`src/rtl/uart_transmitter.sv`:
```
// 8N1 UART transmitter with a one-byte holding register so frames can be sent
// back-to-back without an idle gap on the line.
module uart_transmitter #(
  parameter int unsigned CLKS_PER_BIT = 868
) (
  input  logic       clk_i,
  input  logic       rst_i,
  input  logic [7:0] data_i,
  input  logic       data_i_valid,
  output logic       data_i_ready,
  output logic       tx_o,
  output logic       tx_busy_o,
  output logic       tx_done_o
);

  localparam int unsigned CW = $clog2(CLKS_PER_BIT);
  localparam logic [CW-1:0] BAUD_LAST = CW'(CLKS_PER_BIT - 1);
  localparam logic [CW-1:0] BAUD_PRE  = CW'(CLKS_PER_BIT - 2);

  typedef enum logic [1:0] {IDLE, START, DATA, STOP} state_e;

  state_e        state_q;
  logic [CW-1:0] baud_q;
  logic [2:0]    bit_q;
  logic [7:0]    shift_q;
  logic [7:0]    hold_q;
  logic          hold_full_q;
  logic          tx_q;
  logic          done_q;

  assign data_i_ready = !hold_full_q;
  assign tx_o         = tx_q;
  assign tx_done_o    = done_q;
  assign tx_busy_o    = (state_q != IDLE) || hold_full_q;

  always_ff @(posedge clk_i) begin
    if (rst_i) begin
      state_q     <= IDLE;
      baud_q      <= '0;
      bit_q       <= '0;
      shift_q     <= '0;
      hold_q      <= '0;
      hold_full_q <= 1'b0;
      tx_q        <= 1'b1;
      done_q      <= 1'b0;
    end else begin
      done_q <= 1'b0;
      // Accept and load are mutually exclusive: ready is low whenever a load can happen.
      if (data_i_valid && !hold_full_q) begin
        hold_q      <= data_i;
        hold_full_q <= 1'b1;
      end

      case (state_q)
        IDLE: begin
          tx_q <= 1'b1;
          if (hold_full_q) begin
            shift_q     <= hold_q;
            hold_full_q <= 1'b0;
            state_q     <= START;
            tx_q        <= 1'b0;
            baud_q      <= '0;
          end
        end
        START: begin
          if (baud_q == BAUD_LAST) begin
            baud_q  <= '0;
            bit_q   <= '0;
            tx_q    <= shift_q[0];
            state_q <= DATA;
          end else begin
            baud_q <= baud_q + 1'b1;
          end
        end
        DATA: begin
          if (baud_q == BAUD_LAST) begin
            baud_q <= '0;
            if (bit_q == 3'd7) begin
              tx_q    <= 1'b1;
              state_q <= STOP;
            end else begin
              bit_q   <= bit_q + 3'd1;
              shift_q <= shift_q >> 1;
              tx_q    <= shift_q[1];
            end
          end else begin
            baud_q <= baud_q + 1'b1;
          end
        end
        STOP: begin
          // Raised one cycle early so the registered pulse lands on the final stop cycle.
          if (baud_q == BAUD_PRE) begin
            done_q <= 1'b1;
          end
          if (baud_q == BAUD_LAST) begin
            baud_q <= '0;
            if (hold_full_q) begin
              shift_q     <= hold_q;
              hold_full_q <= 1'b0;
              tx_q        <= 1'b0;
              state_q     <= START;
            end else begin
              state_q <= IDLE;
            end
          end else begin
            baud_q <= baud_q + 1'b1;
          end
        end
        default: begin
          state_q <= IDLE;
          tx_q    <= 1'b1;
        end
      endcase
    end
  end

endmodule

```
`config.mk`:
```
export PLATFORM = sky130hd
export DESIGN_NAME = uart_transmitter
export DESIGN_NICKNAME = d
export VERILOG_FILES = /design/src/rtl/uart_transmitter.sv
export SDC_FILE = /design/constraint.sdc
export NUM_CORES = 1
export LEC_CHECK = 0
export CAP_MARGIN = 25
export CORE_UTILIZATION = 42
export DETAILED_ROUTE_END_ITERATION = 8
export PLACE_DENSITY_LB_ADDON = 0.3
export SYNTH_ARGS = -nofsm -noshare
export SYNTH_HDL_FRONTEND = slang
export SYNTH_SLANG_ARGS = --single-unit
export TNS_END_PERCENT = 5
```
`constraint.sdc`:
```
create_clock -name clk_i -period 2.6 [get_ports clk_i]
set_input_delay 0.39 -clock clk_i [delete_from_list [all_inputs] [get_ports clk_i]]
set_output_delay 0.39 -clock clk_i [all_outputs]
set_load 0.02 [all_outputs]
```
## Word-level counts from Yosys, hierarchy flattened

Index checks and enable logic that the tools add are counted.

| operators by class | value |
|---|---|
| add/subtract/negate cells | 2 |
| eq/ne operators | 13 |
| mux-type cells | 31 |
| bitwise logic cells | 1 |
| reduce and logical (&&, ||, !) cells | 13 |

Operator list:

| kind | number |
|---|---|
| two-way mux 8 bit | 4 |
| one-hot mux 8 bit (3 select lines) | 1 |
| equality test 10 bit (second input constant) | 2 |
| two-way mux 10 bit | 2 |
| one-hot mux 10 bit (2 select lines) | 1 |
| inequality test 2 bit (second input constant) | 7 |
| AND reduction 4 bit | 3 |
| two-way mux 1 bit | 11 |
| adder 10 x 1 -> 10 bit (second input constant) | 1 |
| two-way mux 2 bit | 5 |
| two-way mux 3 bit | 3 |
| one-hot mux 2 bit (4 select lines) | 1 |
| one-hot mux 3 bit (2 select lines) | 1 |
| AND reduction 5 bit | 1 |
| equality test 2 bit (second input constant) | 2 |
| one-hot mux 1 bit (4 select lines) | 1 |
| nonzero test 2 bit | 2 |
| adder 3 x 1 -> 3 bit (second input constant) | 1 |
| equality test 3 bit (second input constant) | 1 |
| nonzero test 3 bit | 1 |
| OR reduction 3 bit | 1 |
| equality test 2 x 1 -> 1 bit (second input constant) | 1 |
| logical NOT 2 bit | 1 |
| one-hot mux 1 bit (2 select lines) | 1 |
| other kinds (5) | 5 |

| storage, ports and cells | value |
|---|---|
| flip-flop bits (word level) | 34 |
| input bits | 11 |
| output and inout bits | 4 |
| logic and storage cells | 68 |

## Depth between registers and ports, before layout

| logic depth | value |
|---|---|
| word-level depth | 6 |
| gate-level depth with buffers | 9 |
| depth with buffers taken out | 8 |

## Worst setup path after synthesis

OpenSTA, ideal clock, no wires.

| path | value |
|---|---|
| path type | register to register |
| start point | register bit_q[0] |
| end point | register shift_q[7] |
| library setup time | 0.116 ns |
| arrival time | 1.756 ns |
| data required time | 2.484 ns |
| path slack | 0.727 ns |
| cell stages (with the launch flop) | 9 |
| path buffers | 2 |
| period minus slack after synthesis | 1.873 ns |
| path through | dfxtp_1 ha_1 ha_1 and2b_1 o21ba_2 clkbuf_1 buf_2 a21oi_1 a31o_2 |

| on the way | value |
|---|---|
| longest elaborated chain between the ends | 3 |

RTL lines:

| item | line | text |
|---|---|---|
| start, declared | 24 | `logic [2:0] bit_q;` |
| start signal, assigned | 82 | `bit_q <= bit_q + 3'd1;` |
| equality test 3 bit | 78 | `if (bit_q == 3'd7) begin` |
| inequality test 2 bit (no source line) | n/a |  |
| AND reduction 4 bit (no source line) | n/a |  |
| end signal, assigned | 58 | `shift_q <= hold_q;` |
| end signal, assigned | 83 | `shift_q <= shift_q >> 1;` |
| end signal, assigned | 98 | `shift_q <= hold_q;` |
| end, declared | 25 | `logic [7:0] shift_q;` |

No other way between the ends.
A chain may end at the register's enable or synchronous reset.

## Final worst setup path

| path | value |
|---|---|
| start point | register state_q[1] |
| end point | output port tx_busy_o |

| on the way | value |
|---|---|
| longest elaborated chain between the ends | 2 |

RTL lines:

| item | line | text |
|---|---|---|
| start, declared | 22 | `state_e state_q;` |
| start signal, assigned | 38 | `state_q <= IDLE;` |
| start signal, assigned | 60 | `state_q <= START;` |
| start signal, assigned | 70 | `state_q <= DATA;` |
| nonzero test 2 bit | 34 | `assign tx_busy_o = (state_q != IDLE) \|\| hold_full_q;` |
| logical OR 1 bit | 34 |  |
| end, declared | 12 | `output logic tx_busy_o,` |

No other way between the ends.

==> impl_results.md <==
* Final Hold Viols at 0
* Peak supply drop at between 0.3 and 0.4 mV
* Power consumption at 1.89 mW
* CP Data Required Time at 2.21 ns
* Fillers at 411
* CTS tree: yes
* DRC marker count from the first detailed-route iteration at between 80 and 90
* Logic pwr share at 45.6%
* Slew @ Worst Pin at 0.710 ns
* Hold_sp: bit_q[2]
* GP Congestion at 0.851
* Vias in the first global route at between 1000 and 1500
* Most frequent cells in the layout: dfxtp_1, mux2i_1, a21oi_1
* Slowest-stage cell, CP: clkdlybuf4s50_1
* Crit Reg-Reg Startpoint: state_q[0]
* Hold buffers post-CTS at 0
* R2R depth at 5
* Row count at 23
* H-tree levels at 2
* Initial core utilization at 43.7%
* Clock Sinks at 34
* Yosys warnings at 0
* CTS Buf Count at 5
* DIE HEIGHT at about 66 um
* Storage cell area at 681 um2
* DRC at 0
* Post-route clock period utilization at approximately 93%
* Area taken by multi-input logic gates at around 990 um2
* Layout cells sized above 1 at slightly above 9%
* Crit path cell chain: inv_1 > ha_1 > inv_1 > nor2_1 > inv_1 > clkdlybuf4s50_1
* Setup crit start kind: register
* Fmax achieved at 0.412 GHz
* Core region area at 0.00400 mm2
* Number of antenna violations at the first check in global routing at 0
* Internal power at 1.16 mW
* Nets at around 230
* Rel. slew slack at 52.4%
* Sw Ratio at 38.3%
* Antenna diodes at 0
* Via-to-Cell Ratio at 5.63
* Setup Fix Bufs, Post-CTS at 0
* Critical path class: reg -> out
* Final slew viol count at 0
* ANT nets after route at 0
* Clock skew at 0.00222 ns
* CP top delay family: buffers and inverters
* RSZ-0062 raised after global routing: false
* Worst R2R Setup Slack at 0.54 ns
* Yosys cell types at 43
* DR WL/cell at 13.2 um
* Setup TNS at 0 ns
* Avg Inst Size Synth at 9.10 um2
* Status: finished clean
* Clock share of power at 19.3%
* Sequential share of the synthesized area at 39.0%
* Worst-path clk slew at 0.07 ns
* Vias at 1440
* Crit-path max cell delay at 0.60 ns
* Flop pwr share at 35.1%
* First-pass GRT wire length at 5740 um
* Gr ovfl total at 0
* Area grow syn2layout at 14.8%
* Cell taking the most area after synthesis: dfxtp_1
* Most common cell after layout, fill and taps aside: dfxtp_1
* Cell Pwr Density at 941 mW/mm2
* Hold endpoint: bit_q[2]
* Mapped Nets at 212
* Final HPWL DP at 2310 um
* FF-to-FF End: state_q[0]
* Drt total wl at 3370 um
* Crit end category: output port
* PortBufs at 14
* Hold_ws at 0.457 ns
* Worst skew pair latency at between 0.2 and 0.3 ns
* Drt pass-1 iters at 4
* CP most frequent cell: inv_1
* Tmin final at around 2.4 ns
* FF+latch count, synth at 34
* Placed cell count at roughly 250
* CTS max path bufs at 2
* Synth top area share at 39.0%
* Leak at 0.730 nW
* Netlist Area Pre-Place at 0.00175 mm2
* WP buf/inv at 4
* Worst hold stages at 2
* Sw Pwr at 0.723 mW
* Worst min-delay path category: reg -> reg
* Clock root buffer: clkbuf_8
* Ports at 15
* Max-cap violations at 0
* Post-Syn Instances at 192
* Die ar. at 0.00442 mm2
* Die X at 66.5 um
* Worst Path Max Fanout at 9
* Critical Path AT at roughly 2.0 ns
* Synth top area cells: dfxtp_1, mux2i_1, ha_1
* GR Util All Layers at 17.3%
* CTS resizes at 0
* Non-filler cells in the finished layout at 256
* Setup violators final at 0
* Largest net degree at the start of global routing at 32
cell usage after synthesis, drive strengths merged:
cell type and n:
a2111oi 1, a211o 2, a211oi 2, a21oi 18
a221oi 2, a22o 2, a311o 1, a311oi 8
a31o 2, and2b 1, and3 2, and4 2
and4b 1, buf 5, clkbuf 6, dfxtp 34
ha 9, inv 7, mux2i 18, nand2 15
nand2b 3, nand3 8, nand4 3, nand4b 1
nor2 14, nor2b 3, nor3 2, nor3b 1
nor4b 1, o2111ai 1, o211ai 1, o21ai 6
o21ba 1, o311ai 2, or2 1, or3 3
or3b 1, or4 1, xor2 1
worst min-delay path, cell delays in order (launching register included):
cell	delay, ns
dfxtp_1	0.31
nand2_1	0.05
a21oi_1	0.05
stage by stage:
stage,setup WS [ns],utilization (%),instance area (um2)
after floorplan,0.727,-,1750
after global placement,0.549,48.2,1930
after detailed placement,0.507,48.2,1930
after CTS,0.163,50.1,2010
after global routing,0.000489,50.1,2010
final,0.175,50.1,2010
layout make-up:
| cell class | instances | share of cell area (%) |
|---|---|---|
| clock inverter | 2 | 0.499 |
| tap | 50 | 3.12 |
| multi-input combinational | 140 | 49.2 |
| clock buffer | 5 | 3.43 |
| inverter | 7 | 1.31 |
| sequential | 34 | 33.9 |
| timing repair buffer | 18 | 8.48 |
registers in the layout, indices dropped and copies added (netlist names):
signal       count
baud_q          10
hold_q           8
shift_q          8
bit_q            3
state_q          2
hold_full_q      1
tx_done_o        1
tx_o             1
per-layer routing:
metal	wire, um	vias up	GRT usage (%)
li1	-	738	-
met1	1660	676	21.6
met2	1580	22	27.0
met3	97	4	5.99
met4	31	0	6.65
met5	0	-	0
power groups by stage:
stage	registers [mW]	clock network (mW)	logic, mW
after floorplan	0.662	0	0.652
after global placement	0.672	0	0.858
after detailed placement	0.673	0	0.858
after CTS	0.662	0.378	0.861
after global routing	0.674	0.400	0.959
final	0.662	0.364	0.861
worst max path at each step:
| stage | from | end | slack, ns | depth (start not counted) |
|---|---|---|---|---|
| detailed placement | state_q[1] | tx_busy_o | 0.51 | 6 |
| global placement | state_q[0] | tx_busy_o | 0.55 | 6 |
| CTS | state_q[1] | tx_busy_o | 0.16 | 6 |
| floorplan | bit_q[0] | shift_q[7] | 0.73 | 8 |
| finish | state_q[1] | tx_busy_o | 0.18 | 6 |
| global route | state_q[0] | tx_busy_o | 0.0005 | 6 |
kinds of logic after synthesis:
logic type	synth area share [%]
AND/OR/NAND/NOR	19.8
AO/OA/AOI/OAI	19.4
flip-flops	39.0
buffers and inverters	4.51
multiplexers	10.3
adder cells (fa/ha/maj)	6.45
XOR/XNOR	0.502
Power figures use the tool's default switching activity.
==> edit: new RTL, same settings <==
The parameter `CLKS_PER_BIT` goes from 868 to 434.
--- a/src/rtl/uart_transmitter.sv
+++ b/src/rtl/uart_transmitter.sv
@@ -1,7 +1,7 @@
 // 8N1 UART transmitter with a one-byte holding register so frames can be sent
 // back-to-back without an idle gap on the line.
 module uart_transmitter #(
-  parameter int unsigned CLKS_PER_BIT = 868
+  parameter int unsigned CLKS_PER_BIT = 434
 ) (
   input  logic       clk_i,
   input  logic       rst_i,
Function: no difference found for any inputs over 10 cycles, from zero or initial values and one cycle with rst_i high; that may be too few to reach the edited logic, so the function may still have changed.
==> edit against the unedited design <==
Routed wire length down 6.1%; design area up 1.4%; worst setup slack improved by 0.061 ns; count of clock-buffer cells in the layout grew 2; area after synthesis increased by 1.4%; sequential cell count decreased by 1; power is 1.6% higher; die area increased by 1.4%; first-iteration DRC count shrank 21%; sequential power rose by 5.7%.
==> edit: results (changes against the unedited design) <==
CP startpoint state_q[0] (was state_q[1]); R2R Path End shift_q[3] (was state_q[0]); multi-input gates 135 (was 140); Final clock-cell share 5.72% (was 3.93%); Slew Limit Headroom 59.1% (was 52.4%); Hold Startpoint hold_q[6] (was bit_q[2]); n_diodes 0 (unchanged); Seq/total area 32.5% (was 33.9%); Leak Pwr 0.738 nW (was 0.730 nW); routed length on met3 79 um (was 97 um); M2 GR Usage 25.4% (was 27.0%); Placer Congestion 0.944 (was 0.851); met3 Use GR 5.65% (was 5.99%); layout cell share with drive strength beyond 1 9.36% (was 9.22%); bufs w/o clock 20 (was 18); sequential element share of the synthesized area 37.3% (was 39.0%); Largest regs baud_q: 9 flops, hold_q: 8 flops, shift_q: 8 flops (was baud_q: 10 flops, hold_q: 8 flops, shift_q: 8 flops); Min-Delay Endpoint hold_q[6] (was bit_q[2]); top post-synthesis cells by area dfxtp_1 (37%), mux2i_1 (11%), ha_1 (7.8%), nor2_1 (4.4%), a21oi_1 (3.7%) (was dfxtp_1 (39%), mux2i_1 (10%), ha_1 (6.4%), a21oi_1 (5.2%), a311oi_1 (4.0%)); R2R cell count 8 (was 5); Clock buffer cells 7 (was 5); wire length on met2 1480 um (was 1580 um); Routed WL 3170 um (was 3370 um); first-pass GRT wire length 5500 um (was 5740 um); gr usage total 16.4% (was 17.3%); WHS 0.498 ns (was 0.457 ns); DR iter-0 viols 67 (was 85); largest net degree at the start of global routing 18 (was 32); flop2flop setup slack 0.66 ns (was 0.54 ns); post-DP HPWL 2320 um (was 2310 um); vias in the first global route 1225 (was 1261); multi-input gate share of the layout cell area 48.3% (was 49.2%); Yosys cell types 42 (was 43); Post-Syn Nets 208 (was 212); status finished, final reports clean (unchanged); clock sinks 33 (was 34); Global Route met1 Usage 21.3% (was 21.6%); Peak VDD IR 449 uV (was 398 uV); Fillers 382 (was 411); Fin Clk Skew 0.00560 ns (was 0.00222 ns)
edit: kinds of logic (layout without fill, tap and decap cells):
family	Yosys count	after routing	share of synthesized area [%]
AND/OR/NAND/NOR	62	62	18.3
AO/OA/AOI/OAI	37	37	15.7
flip-flops	33	33	37.3
multiplexers	19	19	10.7
buffers and inverters	18	35	7.27
adder cells (fa/ha/maj)	11	11	7.77
XOR/XNOR	6	6	2.97
edit: where the power goes:
part | switching [mW] | internal, mW
sequential | 0.0846 | 0.615
combinational | 0.406 | 0.319
clock | 0.182 | 0.312
edit: per-stage QoR:
step                      worst slack [ns]  utilization [%]  instances  power [mW]  instance area (sq um)
after floorplan                      0.695                -        186        1.27                   1770
after global placement               0.588             47.6        245        1.43                   1920
after detailed placement             0.535             47.6        245        1.44                   1920
after CTS                            0.225             50.5        253        1.94                   2030
after global routing                 0.121             50.5        253        2.06                   2030
final                                0.237             50.5        253        1.92                   2030
